$ cat src/rtl/gj_axis_uart_pkg.sv
// Shared types and defaults for the UART TX stream arbiter.
//   arb_state_t : arbiter FSM states (IDLE, XFER, GAP)
//   DEF_*       : default parameter values for the arbiter and its helpers
package gj_axis_uart_pkg;

    typedef enum logic [1:0] {
        IDLE = 2'd0,
        XFER = 2'd1,
        GAP  = 2'd2
    } arb_state_t;

    localparam int DEF_NPORT = 4;
    localparam int DEF_DW    = 8;
    localparam int DEF_GAPW  = 16;

endpackage

$ cat src/rtl/gj_rr_pick.sv
// Combinational rotate-priority pick.
//   req : request vector, one bit per port
//   ptr : port with highest priority this cycle (search wraps past NPORT-1)
//   any : at least one request present
//   idx : first requesting port at or after ptr, cyclically; 0 when none
module gj_rr_pick
    import gj_axis_uart_pkg::*;
#(
    parameter  int NPORT = DEF_NPORT,
    localparam int IW    = $clog2(NPORT)
) (
    input  logic [NPORT-1:0] req,
    input  logic [IW-1:0]    ptr,
    output logic             any,
    output logic [IW-1:0]    idx
);

    logic [IW-1:0] pos;

    // Walk from the farthest candidate back to ptr so the closest
    // requester overwrites the others and wins.
    always_comb begin
        any = |req;
        idx = '0;
        pos = '0;
        for (int k = NPORT - 1; k >= 0; k--) begin
            pos = IW'((int'(ptr) + k) % NPORT);
            if (req[pos]) idx = pos;
        end
    end

endmodule

$ cat src/rtl/gj_axis_uart_tx_arb.sv
// Packet-granular round-robin arbiter in front of the UART TX stream.
// A grant is held from first beat to tlast; an optional idle gap follows
// every packet so the receiver can find frame boundaries.
//   clk, rst          : clock, async active-low reset
//   s_tvalid/tready/tdata/tlast : NPORT source streams (port i at [i*DW +: DW])
//   m_tvalid/tready/tdata/tlast : single stream to the UART TX
//   cfg_gap           : idle cycles after each packet (sampled at tlast)
//   cfg_en            : per-port enable, gates new grants only
//   grant_id          : current or last granted port
//   busy              : high in XFER and GAP
//   sts_pkts          : forwarded packet count, wraps
module gj_axis_uart_tx_arb
    import gj_axis_uart_pkg::*;
#(
    parameter  int NPORT = DEF_NPORT,
    parameter  int DW    = DEF_DW,
    parameter  int GAPW  = DEF_GAPW,
    localparam int IW    = $clog2(NPORT)
) (
    input  logic                clk,
    input  logic                rst,
    input  logic [NPORT-1:0]    s_tvalid,
    output logic [NPORT-1:0]    s_tready,
    input  logic [NPORT*DW-1:0] s_tdata,
    input  logic [NPORT-1:0]    s_tlast,
    output logic                m_tvalid,
    input  logic                m_tready,
    output logic [DW-1:0]       m_tdata,
    output logic                m_tlast,
    input  logic [GAPW-1:0]     cfg_gap,
    input  logic [NPORT-1:0]    cfg_en,
    output logic [IW-1:0]       grant_id,
    output logic                busy,
    output logic [15:0]         sts_pkts
);

    arb_state_t    state, state_nxt;
    logic [IW-1:0] ptr;
    logic [GAPW-1:0] cnt;
    logic          pick_any;
    logic [IW-1:0] pick_idx;
    logic          last_hs;
    logic [DW-1:0] lane [NPORT];

    for (genvar i = 0; i < NPORT; i++) begin : g_lane
        assign lane[i] = s_tdata[i*DW +: DW];
    end

    gj_rr_pick #(.NPORT(NPORT)) u_pick (
        .req (s_tvalid & cfg_en),
        .ptr (ptr),
        .any (pick_any),
        .idx (pick_idx)
    );

    // Final beat of the granted packet is accepted this cycle.
    assign last_hs = (state == XFER) & s_tvalid[grant_id] & s_tlast[grant_id] & m_tready;

    // State register
    always_ff @(posedge clk or negedge rst) begin
        if (!rst) state <= IDLE;
        else      state <= state_nxt;
    end

    // Next-state logic
    always_comb begin
        state_nxt = state;
        unique case (state)
            IDLE:    if (pick_any) state_nxt = XFER;
            XFER:    if (last_hs)  state_nxt = (cfg_gap != '0) ? GAP : IDLE;
            GAP:     if (cnt == GAPW'(1)) state_nxt = IDLE;
            default: state_nxt = IDLE;
        endcase
    end

    // Output logic: pure pass-through of the granted port while in XFER
    always_comb begin
        m_tvalid = 1'b0;
        m_tdata  = '0;
        m_tlast  = 1'b0;
        s_tready = '0;
        if (state == XFER) begin
            m_tvalid           = s_tvalid[grant_id];
            m_tdata            = lane[grant_id];
            m_tlast            = s_tlast[grant_id];
            s_tready[grant_id] = m_tready;
        end
    end

    assign busy = (state != IDLE);

    // Grant, rotation pointer, gap counter and packet counter
    always_ff @(posedge clk or negedge rst) begin
        if (!rst) begin
            ptr      <= '0;
            grant_id <= '0;
            cnt      <= '0;
            sts_pkts <= '0;
        end else begin
            if (state == IDLE && pick_any) begin
                grant_id <= pick_idx;
                ptr      <= (pick_idx == IW'(NPORT - 1)) ? '0 : pick_idx + IW'(1);
            end
            if (last_hs) begin
                sts_pkts <= sts_pkts + 16'd1;
                cnt      <= cfg_gap;
            end else if (state == GAP) begin
                cnt <= cnt - GAPW'(1);
            end
        end
    end

endmodule

$ cat config.mk
export PLATFORM = sky130hd
export DESIGN_NAME = gj_axis_uart_tx_arb
export DESIGN_NICKNAME = d
export VERILOG_FILES = /design/src/rtl/gj_axis_uart_pkg.sv /design/src/rtl/gj_rr_pick.sv /design/src/rtl/gj_axis_uart_tx_arb.sv
export SDC_FILE = /design/constraint.sdc
export NUM_CORES = 1
export LEC_CHECK = 0
export BUFFER_PORTS_ARGS = -buffer_cell sky130_fd_sc_hd__buf_2
export CORE_UTILIZATION = 48
export CTS_BUF_LIST = sky130_fd_sc_hd__clkbuf_4
export DETAILED_ROUTE_END_ITERATION = 6
export PLACE_DENSITY = 0.79
export SLEW_MARGIN = 20
export SYNTH_ARGS = -nofsm -noshare
export SYNTH_HDL_FRONTEND = slang
export SYNTH_SLANG_ARGS = --single-unit
export TNS_END_PERCENT = 5
$ cat constraint.sdc
create_clock -name clk -period 2.02 [get_ports clk]
set_input_delay 0.404 -clock clk [delete_from_list [all_inputs] [get_ports clk]]
set_output_delay 0.404 -clock clk [all_outputs]
set_load 0.01 [all_outputs]
# --- Word level (Yosys, flattened, before mapping) ---
# Index checks and enable logic that the tools add are counted.
classes:
  n_addsub: 6
  magnitude_cmp: 7
  n_eq_ne: 7
  mux: 33
  bitwise: 6
  reduce_logical: 8
ops:
  columns: ["operator", "n"]
  rows:
  - ["two-way mux 16 bit", 2]
  - ["two-way mux 8 bit", 3]
  - ["two-way mux 2 bit", 9]
  - ["adder 16 x 1 -> 16 bit (second input constant)", 1]
  - ["binary-select mux 8 bit (select 2 bit)", 1]
  - ["equality test 16 x 1 -> 1 bit (second input constant)", 1]
  - ["nonzero test 16 bit", 1]
  - ["subtractor 16 x 1 -> 16 bit (second input constant)", 1]
  - ["less-than comparator 2 x 3 -> 1 bit (second input constant)", 5]
  - ["binary-select mux 1 bit (select 2 bit)", 6]
  - ["two-way mux 1 bit", 9]
  - ["AND 4 bit", 2]
  - ["inequality test 2 bit (second input constant)", 3]
  - ["case mux 2 bit (3 select lines)", 1]
  - ["adder 2 x 1 -> 2 bit (second input constant)", 2]
  - ["adder 2 bit (second input constant)", 2]
  - ["equality test 2 bit (second input constant)", 2]
  - ["two-way mux 4 bit", 1]
  - ["nonzero test 2 bit", 2]
  - ["OR reduction 4 bit", 1]
  - ["AND 1 bit", 3]
  - ["greater-or-equal comparator 3 bit (second input constant)", 1]
  - ["NOT 2 -> 3 bit", 1]
  - ["AND reduction 3 bit", 1]
  - ["5 further kinds", 6]
word_totals:
  register_bits: 38
  inputBits: 63
  output_inout_bits: 33

# --- Depth between registers and ports, before layout ---
# Gate-level depths: netlist (run 1).
depth:
  ltp_word: 9
  depth_mapped: 7

# --- By module ---
# From an unflattened synthesis (run 1), not the netlist that was laid out.
hier_totals:
  cells_unflattened: 232
  hier_area_um2: 2319.7
by_module_without_submodules:
  columns: ["module", "instances", "cells_per_inst", "area_each_um2", "seq_area_each_um2"]
  rows:
  - ["gj_axis_uart_tx_arb", 1, 219, 2242.2, 950.9]
  - ["gj_rr_pick", 1, 13, 77.6, 0.0]

# --- Worst setup path after synthesis (run 1) ---
# Ideal clock, no wire load.
synth_timing:
  kind: "register to register"
  from: "reg grant_id[0]"
  to: "reg cnt[12]"
  setup_ps: 133
  arrival_ps: 1711
  required_time_ps: 1887
  setup_slack_ps: 176
  path_stages_with_launch: 8
  n_path_buf: 3
  synth_period_minus_slack_ps: 1844
  path_cell_list: "dfrtp_1 buf_6 mux4_2 and3_1 buf_6 buf_6 a22oi_1 nand2_1"
synth_via:
  elab_chain_cells: 6
synth_rtl:
  columns: ["item", "line", "text"]
  rows:
  - ["start, declared", "gj_axis_uart_tx_arb.sv:32", "output logic [IW-1:0] grant_id,"]
  - ["start signal, assigned", "gj_axis_uart_tx_arb.sv:101", "grant_id <= pick_idx;"]
  - ["binary-select mux 1 bit (select 2 bit)", "gj_axis_uart_tx_arb.sv:57", "assign last_hs = (state == XFER) & s_tvalid[grant_id] & s_tlast[grant_id] & m_tready;"]
  - ["two-way mux 1 bit (not written as such)", "gj_axis_uart_tx_arb.sv:57", null]
  - ["AND 1 bit", "gj_axis_uart_tx_arb.sv:57", null]
  - ["AND 1 bit * (2 in a row)", "gj_axis_uart_tx_arb.sv:57", null]
  - ["two-way mux 16 bit / nonzero test 2 bit (equally long branches)", null, null]
  - ["end signal, assigned", "gj_axis_uart_tx_arb.sv:106", "cnt <= cfg_gap;"]
  - ["end signal, assigned", "gj_axis_uart_tx_arb.sv:108", "cnt <= cnt - GAPW'(1);"]
  - ["end, declared", "gj_axis_uart_tx_arb.sv:39", "logic [GAPW-1:0] cnt;"]
# Mark *: on every way between the ends. The rest lies on a longest branch, timed or not. The select of a mux whose other input is x is not followed.
# A chain may end at the register's enable or synchronous reset.

# --- Worst setup path in the final report (run 1) ---
layout_timing:
  from: "reg grant_id[0]"
  to: "out m_tdata[2]"
layout_via:
  elab_chain_cells: 5
layout_rtl:
  columns: ["item", "line", "text"]
  rows:
  - ["NOT 2 -> 3 bit (not written as such)", "gj_axis_uart_tx_arb.sv:84", "m_tdata = lane[grant_id];"]
  - ["binary-select mux 8 bit (select 2 bit)", "gj_axis_uart_tx_arb.sv:84", null]
  - ["two-way mux 8 bit (not written as such) (2 in a row)", "gj_axis_uart_tx_arb.sv:84", null]
  - ["two-way mux 8 bit", "gj_axis_uart_tx_arb.sv:82", "if (state == XFER) begin"]
  - ["end, declared", "gj_axis_uart_tx_arb.sv:28", "output logic [DW-1:0] m_tdata,"]
# Every way passes these cells. The select of a mux whose other input is x is not followed.

==> run summary, run 1 <==
The run finished, with violations left. The final reports fail on negative setup slack. In the layout the commonest cells are 95 x buf_2, 38 x dfrtp_1, 35 x nand2_1. The startpoint of the most critical register-to-register path is grant_id[0]. The via count of the first global-routing pass came out at 2057. The overflow left after global routing is 0.

The floorplan has 25 rows. The synthesis warning total came out at 0. Of all cell types, the one taking the most synthesized area is dfrtp_1. The starting DRC count in detailed routing came out at 129.

The worst setup path is launched from a flop. The net switching fraction of the power is 38.8%. After detailed routing, the average wire length per cell comes to 14.8 µm. The root buffer cell chosen for the clock tree is clkbuf_4.

The final-report setup violation count is 11. The power per cell area is 1190 nW/µm². The mapped netlist covers 2430 µm². The maximum clock frequency is 0.472 GHz. The maximum vdd ir drop is 0.000738 V.

The number of hold violations in the final report came out at 0. The total count of max-transition violations in the final report came out at 0. Synthesis produced a netlist with a net count of 309. The tightest hold path in the finished design has a slack of 0.0784 ns. The design area is 3160 µm². Entering global routing, the biggest net connects 39 pins. The final weighted congestion of routability-driven global placement is 0.856. 0 antenna diodes ended up in the layout.

The clock net in this run drives a total of 38 sinks. The sequential fraction of design power came out at 35.2%. After technology mapping, the gate count stands at 243. Sequential cells were found to cover 39.1% of the synthesized design area.

TritonCTS built the clock tree. The relative slew slack came out at 63.0%. After floorplanning, the core was sized to cover 4790 µm². The number of remaining DRC errors is 0. The chip height is 73.2 µm. The post-detailed-route count of antenna-violating nets came out at 0.

The die area came out at 5350 µm². For this run, global-route usage on met2 was measured as 36.2%. The count of state elements after synthesis came out at 38. The number of enable-type register cells in the synthesized netlist is 0. Setup repair after global routing could not meet its margin everywhere. The total via count after detailed routing is 2301. The worst setup path category is flop to primary output.

Clock skew on the completed layout was measured at 0.00960 ns. Among all flip-flop cells after synthesis, the most frequent one is dfrtp_1. The net switching component of the power is 1460 µW. The register clock-pin slew on the reported worst setup and hold paths is 0.13 ns. The count of buffers added on input and output ports is 95. In the post-synthesis netlist, the biggest area contributors are dfrtp_1 39%, mux4_2 9.3%, nand2_1 5.4%. The layout overhead on the synthesized area came out at 30.0%.

The internal power of the cells totals 2300 µW. The met3 track demand over resource is 5.25%. Power comes to 3760 µW. The critical path required time came out at 1.62 ns. For the pin with the worst max-slew slack, the measured transition is 0.553 ns. The static leakage power is 0.00152 µW. The clock share of power came out at 17.4%. For the worst setup path, the data arrival time is 1.71 ns.

The number of hold buffers added after cts is 0. The number of I/O pins is 96. The placement-stage cell area is 2980 µm².

The latest clock arrival within the worst-skew pair came out at 0.34 ns. The starting density of the core came out at 50.8%. The number of distinct library cell variants in the gate-level netlist after synthesis is 53. The fraction of final layout cells sized beyond drive strength 1 is 41.3%. The clock passes through at most 2 buffers. The top cell type's share of synthesized area came out at 39.1%. After layout, the worst setup slack is -0.0985 ns.

The library cell used most frequently in the layout, excluding fill and tap cells, is buf_2. The wire-length estimate of the detail-placed layout is 4690 µm. The startpoint of the most critical setup path is grant_id[0]. A synthesized cell averages 10.0 µm². The average via count per standard cell is 5.53.

The maximum fanout along the worst path came out at 7. Clock tree synthesis inserted a total of 5 buffers. In the synthesized netlist the async set-or-reset flop fraction comes to 100%. The global-route wire length before repair is 9710 µm.

The path class of the tightest hold or removal check is input port to async pin. The number of antenna violations at the first check in global routing came to 0. The global routing stage identified its most utilized layer as met2.

The layout net count is 414. The first detailed-routing pass took 4 iterations. The time the worst path needs with I/O delays and setup came out at 2.12 ns.

The reported max-cap violation count is 0. CTS built an H-tree with a depth of 2. The routed design has 6150 µm of wire.

Global routing consumed, on the met1 layer, 33.9% of the routing resources. The worst setup path is captured at a primary output. The share of the clock period used by the worst path after layout came out at 105%. The share of total power in combinational logic is 47.4%. The die span in x came out at 73.2 µm.

The total routing resource utilization after global routing came out at 23.3%.
timing repair:
item,in CTS,in global routing
endpoints found under the hold margin,0,0
setup endpoints to repair,10,19
gates resized for setup,3,7
pin swaps,0,3
buffers inserted,2,3
power groups by stage:
stage / clock network (µW) / registers, µW / logic [µW]
floorplan: 0 / 1260 / 1200
global placement: 0 / 1320 / 1620
detailed placement: 0 / 1330 / 1670
CTS: 666 / 1320 / 1710
global route: 692 / 1370 / 1950
finish: 656 / 1320 / 1780
cell usage after synthesis (4+ instances only):
| cell type | count |
|---|---|
| a21oi_1 | 4 |
| buf_6 | 4 |
| o21ai_0 | 8 |
| nand4_1 | 5 |
| and3_1 | 4 |
| nand2_1 | 35 |
| o211ai_1 | 7 |
| or3_1 | 4 |
| xor2_1 | 7 |
| nand3_1 | 13 |
| nor4_1 | 7 |
| xnor2_1 | 9 |
| nor2b_1 | 10 |
| nor2_1 | 10 |
| mux4_2 | 10 |
| dfrtp_1 | 38 |
state kept, by name (all words and copies together) (netlist names):
name,flops
cnt,16
grant_id,2
ptr,2
state,2
sts_pkts,16
metrics by stage:
stage               utilization (%)  setup WS, ns  instances  TNS [ns]
floorplan                         -         0.176        243         0
global placement               62.2        0.0809        403         0
detailed placement             62.2        0.0213        403         0
CTS                            64.9        -0.116        413     -1.02
global route                   66.0        -0.180        416     -2.07
finish                         66.0       -0.0985        416    -0.868
worst paths after layout:
path	slack, ns	cells past startpoint	to
setup / recovery	-0.1	4	m_tdata[2]
hold / removal	0.08	2	cnt[11]
setup reg to reg	-0.05	8	sts_pkts[8]
hold reg to reg	0.48	1	sts_pkts[15]
max in group asynchronous	1.60	2	state[1]
min in group clk	0.29	3	cnt[10]
layer usage:
metal	vias up	wire length (µm)
met5	-	0
met4	0	0
met3	0	242
met2	66	3090
met1	1122	2820
li1	1113	-
cell families (layout without fill, tap and decap cells):
family | Yosys count | in the layout | share of synthesized area, %
fa+ha+maj | 3 | 3 | 1.54
simple gates | 117 | 117 | 26.6
buf+inv | 15 | 121 | 4.12
compound gates | 41 | 41 | 12.0
flops | 38 | 38 | 39.1
xor+xnor | 17 | 17 | 6.43
mux | 12 | 12 | 10.2
critical path, cell delays in order, from the launching register on:
cell and delay (ns):
dfrtp_1 0.42, buf_6 0.16, mux4_2 0.50, nor2b_1 0.14
buf_2 0.15
cell type report:
type,count,area [µm²]
inverter,3,11.3
sequential,38,951
fill,407,1630
clock buffer,5,37.5
clock inverter,3,68.8
tap,67,83.8
timing repair buffer,110,603
multi-input combinational,190,1400
(Power assumes the default switching activity.)
==> run 2, diff against run 1 <==
--- a/config.mk
+++ b/config.mk
@@ -6,10 +6,11 @@
 export NUM_CORES = 1
 export LEC_CHECK = 0
 export BUFFER_PORTS_ARGS = -buffer_cell sky130_fd_sc_hd__buf_2
-export CORE_UTILIZATION = 48
+export CORE_ASPECT_RATIO = 0.6
+export CORE_UTILIZATION = 44
 export CTS_BUF_LIST = sky130_fd_sc_hd__clkbuf_4
 export DETAILED_ROUTE_END_ITERATION = 6
-export PLACE_DENSITY = 0.79
+export PLACE_DENSITY = 0.73
 export SLEW_MARGIN = 20
 export SYNTH_ARGS = -nofsm -noshare
 export SYNTH_HDL_FRONTEND = slang
==> constraint.sdc (replaced) <==
create_clock -name clk -period 2.2 [get_ports clk]
set_input_delay 0.44 -clock clk [delete_from_list [all_inputs] [get_ports clk]]
set_output_delay 0.44 -clock clk [all_outputs]
set_load 0.01 [all_outputs]
==> run summary, run 2 (same netlist as run 1, synthesis figures left out) <==
The via count of the first global-routing pass came out at 2117 (+2.9%). The latest clock arrival within the worst-skew pair is 0.35 ns (about the same). The sequential fraction of design power came out at 35.5% (+0.3 points).

The number of buffers created by CTS came out at 5 (unchanged). The minimum setup slack in the final design came out at 0.0526 ns (+0.151 ns). The pre-CTS setup slack is 0.140 ns (+0.118 ns). The largest individual stage delay along the critical path comes from the cell mux4_2. The worst setup path category is flop to primary output. The clock share of power is 17.1% (-0.3 points). The slew of the pin with the lowest slew margin came out at 0.579 ns (+0.0261 ns). In this run the clock root is driven by a clkbuf_4. The internal power is 2120 µW (-8.1%). The met1 layer usage reported by global route came out at 33.2% (-0.64 points). The total core area came out at 5180 µm² (+8.2%).

The number of search-and-repair iterations in the first detailed-routing pass came to 6 (+2). The maximum fanout along the worst path came out at 4 (-3). TritonCTS built the clock tree. The starting density of the core was 46.9% (-3.9 points).

The final-report setup violation count came out at 0 (-11). The cell family contributing the most delay on the critical path is multiplexers. The number of antenna violations at the first check in global routing is 0 (unchanged). The final reports fail on design-rule violations. The largest net degree at the start of global routing is 20 (-49%). The average via count per standard cell came out at 5.60 (+1.3%). The power per cell area was 1090 nW/µm² (-8.2%). The layout net count came out at 415 (+0.24%).

The maximum clock frequency is 0.466 GHz. The die area came out at 5840 µm² (+9.0%). The core utilization of the finished layout was 60.8% (-5.2 points). The number of buffers added on ports came out at 95 (unchanged). The maximum level of the CTS H-tree is 2 (unchanged). The register clock-pin slew on the reported worst setup and hold paths is 0.12 ns (about the same). The final weighted congestion of routability-driven global placement is 0.847 (-1.1%). The maximum vdd ir drop came out at 0.000674 V (-8.7%). After layout, the worst path uses 97.6% of the clock period. The final total negative setup slack is 0 ns (+0.868 ns). The die span in x is 98.0 µm (+34%). The footprint of the flip-flops and latches is 953 µm² (+0.26%).

The worst stage delay on the critical path came out at 0.53 ns (+0.03 ns). The static leakage power is 0.00152 µW (+0.20%). The share of total power in combinational logic came out at 47.4% (about the same). The overall power is 3440 µW (-8.5%).

STA classifies the critical path endpoint as a primary output. The total via count after detailed routing came to 2331 (+1.3%). The routed design could run at a clock period as short as 2.15 ns. The number of diodes added for antenna fixing came to 0 (unchanged). The count of filler cells inserted in the layout is 447 (+9.8%). The chip height came out at 59.6 µm (-19%). The net switching component of the power is 1330 µW (-9.1%). The flow ran to the end, but the final reports show violations. The clock skew after layout is 0.0145 ns (+0.00486 ns). The fraction of final layout cells sized beyond drive strength 1 came out at 40.9% (-0.40 points).

The data arrival at the endpoint of the critical path came out at 1.71 ns (about the same). The total count of max-transition violations in the final report came out at 0 (unchanged). The post-detailed-route count of antenna-violating nets is 0 (unchanged).

The total routing resource utilization after global routing is 23.2% (-0.12 points). The number of hold violations in the final report was 0 (unchanged). The overflow left after global routing is 0 (unchanged).

Setup repair after global routing could not meet its margin everywhere. The starting DRC count in detailed routing was 146 (+13%). The reported max-cap violation count is 0 (unchanged). The cell row count is 20 (-20%). The post-detailed-route wirelength per cell is 15.7 µm (+5.9%).

The met3 track demand over resource came out at 6.84% (+1.6 points). The signal on the critical path passes through buf_6 > mux4_2 > nor2b_1 > buf_2. The area of the multi-input gates is 1390 µm² (-1.2%). The HPWL after detailed placement came out at 5160 µm (+10%). The critical path buffer and inverter count was 2 (unchanged).

In the layout the commonest cells are 95 x buf_2, 36 x dfrtp_1, 35 x nand2_1. In the final layout, the registers with the most flip-flops are cnt x16, sts_pkts x16. The total length of routed wires was 6510 µm (+5.9%).

The number of remaining DRC errors is 6 (+6). The peak-usage layer in the global routing report is met2. The net switching fraction of the power came out at 38.5% (-0.26 points). The count of clock tree sinks is 38 (unchanged). The number of I/O pins is 96 (unchanged). The worst hold path belongs to the class input port to flop.

The critical path required time came out at 1.76 ns (+0.14 ns). The global-route wire length before repair came out at 10300 µm (+6.4%). The area growth from synthesis to layout is 29.5%. Leaving out fill and tap cells, the most frequent cell in the layout is buf_2. The met2 routing resource usage after global routing came out at 35.5% (-0.70 points).

The relative slew slack came out at 61.1% (-1.9 points). The buffer levels on the longest clock path is 2 (unchanged). The kind of start point of the critical path is a flop.
-- run 2: cell types whose count changed in the layout (fill, tap and decap cells not counted), sizes merged --
cell / change
dlygate4sd3: +1
-- run 2: power groups by stage --
stage                     Combinational (µW)  Clock [µW]  Sequential [µW]
after floorplan                         1100           0             1150
after global placement                  1510           0             1220
after detailed placement                1540           0             1220
after CTS                               1570         597             1200
after global routing                    1800         630             1270
final                                   1630         589             1220
-- run 2: layer usage --
| metal | routed length (µm) | vias to the layer above |
|---|---|---|
| li1 | - | 1116 |
| met1 | 3100 | 1132 |
| met2 | 2960 | 81 |
| met3 | 446 | 2 |
| met4 | 13 | 0 |
| met5 | 0 | - |
-- run 2: timing repair --
| action | CTS | global route |
|---|---|---|
| gates cloned | 0 | 1 |
| hold buffers | 1 | 0 |
| endpoints found under the setup margin | 6 | 10 |
| buffers inserted | 1 | 1 |
| gates resized for setup | 1 | 7 |
| hold endpoints to repair | 15 | 0 |
-- run 2: path summary, 6_finish.rpt --
check | slack [ns] | endpoint | cells past startpoint | from
hold / removal | 0.33 | cnt[8] | 3 | cfg_gap[8]
setup reg to reg | 0.13 | sts_pkts[4] | 6 | grant_id[0]
min in group asynchronous | 0.52 | sts_pkts[8] | 2 | rst
hold reg to reg | 0.49 | sts_pkts[15] | 1 | sts_pkts[15]
setup / recovery | 0.05 | m_tlast | 4 | grant_id[0]
max in group asynchronous | 1.15 | cnt[3] | 3 | rst
-- run 2: worst register-to-register path: stages (launching register included) --
cell and delay (ns):
dfrtp_2 0.45, buf_6 0.13, mux4_2 0.37, and3_1 0.51, buf_4 0.27, nand4_1 0.12
xnor2_1 0.14
-- run 2: through the flow --
| stage | cell area, µm² | cells | hold WS, ns |
|---|---|---|---|
| 2_1_floorplan | 2430 | 243 | 0.144 |
| 3_3_place_gp | 2990 | 404 | 0.374 |
| 3_5_place_dp | 2990 | 404 | 0.375 |
| 4_1_cts | 3110 | 414 | 0.322 |
| 5_1_grt | 3150 | 416 | 0.305 |
| 6_report | 3150 | 416 | 0.330 |
-- run 2: layout make-up --
| class | instances | area share, % |
|---|---|---|
| repair buffers | 111 | 19.5 |
| inverters | 3 | 0.358 |
| flip-flops and latches | 38 | 30.3 |
| well taps | 66 | 2.62 |
| multi-input cells | 190 | 44.1 |
| clock buffers | 5 | 1.19 |
| clock inverters | 3 | 2.03 |
==> run 3, diff against run 2 <==
--- a/config.mk
+++ b/config.mk
@@ -10,7 +10,7 @@
 export CORE_UTILIZATION = 44
 export CTS_BUF_LIST = sky130_fd_sc_hd__clkbuf_4
 export DETAILED_ROUTE_END_ITERATION = 6
-export PLACE_DENSITY = 0.73
+export PLACE_DENSITY = 0.74
 export SLEW_MARGIN = 20
 export SYNTH_ARGS = -nofsm -noshare
 export SYNTH_HDL_FRONTEND = slang
==> constraint.sdc (replaced) <==
create_clock -name clk -period 2.2 [get_ports clk]
set_input_delay 0.44 -clock clk [delete_from_list [all_inputs] [get_ports clk]]
set_output_delay 0.44 -clock clk [all_outputs]
set_load 0.005 [all_outputs]
==> run summary, run 3 (same netlist as run 1, synthesis figures left out) <==
The chip height is 59.6 µm (unchanged). The startpoint identified for the worst register-to-register timing path is grant_id[0]. The register clock-pin slew on the reported worst setup and hold paths came out at 0.11 ns (about the same). The count of cells along the worst hold path is 3 (unchanged). The number of hold violations in the final report came out at 0 (unchanged). The number of diodes added for antenna fixing came out at 0 (unchanged). The worst stage delay on the critical path is 0.49 ns (-0.04 ns). The fraction of final layout cells sized beyond drive strength 1 is 40.7% (-0.12 points). The final-report setup violation count came to 0 (unchanged). The final weighted congestion of routability-driven global placement came out at 0.835 (-1.4%). The total routing resource utilization after global routing is 22.8% (-0.40 points). The buffer levels on the longest clock path came out at 2 (unchanged). The share of the clock period used by the worst path after layout came out at 98.6% (+0.98 points). The average via count per standard cell is 5.74 (+2.5%). The reported max-cap violation count came out at 0 (unchanged).

The total core area is 5180 µm² (unchanged). Leaving out fill and tap cells, the most frequent cells in the layout are 95 x buf_2, 36 x dfrtp_1, 35 x nand2_1. The total length of routed wires came out at 6420 µm (-1.4%). The post-detailed-route count of antenna-violating nets is 0 (unchanged).

STA classifies the critical path startpoint as a flop. The element type at the critical path end is a primary output. The reg-to-reg setup timing slack came out at 0.21 ns (+0.08 ns). The die area came out at 5840 µm² (unchanged). The library cell used most frequently in the layout, excluding fill and tap cells, is buf_2. The worst min-delay path startpoint is cfg_gap[8].

The number of antenna violations at the first check in global routing came out at 0 (unchanged). The number of buffers created by CTS is 5 (unchanged). The setup path with the least slack is of type flop to primary output. The static leakage power came out at 0.00150 µW (-1.6%). The overflow left after global routing is 0 (unchanged). The die span in x is 98.0 µm (unchanged).

The latest clock arrival within the worst-skew pair was 0.35 ns (about the same). The maximum level of the CTS H-tree is 2 (unchanged). The worst hold path endpoint is cnt[8].

The total count of max-transition violations in the final report is 0 (unchanged). The design area is 3090 µm² (-2.0%). The number of buffers added on ports came to 95 (unchanged). The post-detailed-route wirelength per cell was 15.4 µm (-1.6%).

The global-route wire length before repair came out at 10100 µm (-2.4%). The critical path required time is 1.76 ns (about the same). The maximum clock frequency came to 0.461 GHz (-1.0%). The starting density of the core was 46.9% (unchanged). The via count of the first global-routing pass came to 2055 (-2.9%).

The final hold slack came out at 0.312 ns (-0.0181 ns). The flow ran to the end, but the final reports show violations. The count of clock tree sinks came out at 38 (unchanged). The cell row count is 20 (unchanged). The signal on the critical path passes through buf_4 > mux4_2 > nor2b_1 > buf_2. The slew of the pin with the lowest slew margin came to 0.498 ns (-0.0810 ns). The time the worst path needs with I/O delays and setup came out at 2.17 ns (+0.0216 ns). The power per cell area came to 1000 nW/µm² (-8.3%).

The number of I/O pins is 96 (unchanged). The maximum vdd ir drop is 0.000493 V (-27%). The placement-stage cell area was 3010 µm² (+0.50%). The overall power is 3100 µW (-10%).

The depth of the most critical reg-to-reg path is 6 (unchanged). The cell count after placement came out at 406 (+0.50%). The starting DRC count in detailed routing came out at 195 (+34%). The layout overhead on the synthesized area is 27.0%. The maximum fanout along the worst path came out at 8 (+4). CTS placed an instance of clkbuf_4 at the clock tree root. The layout net count came out at 416 (+0.24%). The path class of the tightest hold or removal check is input port to flop. The relative slew slack came out at 66.8% (+5.8 points). The data arrival at the endpoint of the critical path was 1.73 ns (+0.02 ns). In this run the critical register-to-register path is captured at sts_pkts[4].

Setup repair after global routing could not meet its margin everywhere. The count of placed standard cells in the final layout, fillers left out was 417 (+0.24%). The largest individual stage delay along the critical path comes from the cell mux4_2.

The total via count after detailed routing came out at 2395 (+2.7%). The final reports fail on design-rule violations. The startpoint of the most critical setup path is grant_id[0].

The HPWL after detailed placement is 5100 µm (-1.1%). The clock skew after layout is 0.00457 ns (-0.00989 ns). TritonCTS built the clock tree. In the final layout, the registers with the most flip-flops are cnt x16, sts_pkts x16. The number of search-and-repair iterations in the first detailed-routing pass came out at 7 (+1). The number of remaining DRC errors is 6 (unchanged). The largest net degree at the start of global routing is 19 (-5.0%).
-- run 3: cell type report --
type,count,area [µm²]
clock buffer,6,45.0
clock inverter,2,8.76
fill,455,2090
inverter,3,11.3
multi-input combinational,190,1380
sequential,38,953
tap,66,82.6
timing repair buffer,112,606
-- run 3: worst max path at each step --
stage | end | depth (start not counted) | slack, ns
2_1_floorplan | cnt[12] | 7 | 0.40
3_3_place_gp | cnt[10] | 6 | 0.24
3_5_place_dp | cnt[10] | 6 | 0.18
4_1_cts | m_tdata[1] | 4 | 0.03
5_1_grt | m_tdata[1] | 4 | -0.02
6_report | m_tdata[1] | 4 | 0.03
-- run 3: per-layer routing --
layer | track usage, % | share of wire (%) | up-vias
li1 | - | - | 1120
met1 | 33.3 | 47 | 1165
met2 | 33.4 | 45 | 95
met3 | 5.19 | 6.6 | 15
met4 | 7.79 | 1.7 | 0
met5 | 0 | 0 | -
-- run 3: critical path, delay by kind of cell, from the launching register on --
family / cells / cell delay, ns
buffers and inverters: 2 / 0.32
flip-flops: 1 / 0.41
AND/OR/NAND/NOR: 1 / 0.14
multiplexers: 1 / 0.49
-- run 3: per-stage QoR --
step	setup TNS (ns)	utilization, %	worst slack (ns)
6_report	0	59.6	0.0310
5_1_grt	-0.0625	59.6	-0.0231
4_1_cts	0	59.6	0.0302
3_5_place_dp	0	58.0	0.184
3_3_place_gp	0	58.0	0.242
2_1_floorplan	0	-	0.398
-- run 3: what timing repair did --
action | 4_1_cts | 5_1_grt
endpoints found under the hold margin | 5 | 0
gates resized for setup | 1 | 1
gates cloned | 0 | 0
setup buffers | 2 | 0
pin swaps | 0 | 0
setup endpoints to repair | 6 | 5
hold buffers | 1 | 0
-- run 3: where the power goes --
group | internal [µW] | switching (µW) | total [µW]
clock | 132 | 229 | 362
sequential | 933 | 294 | 1230
combinational | 796 | 712 | 1510
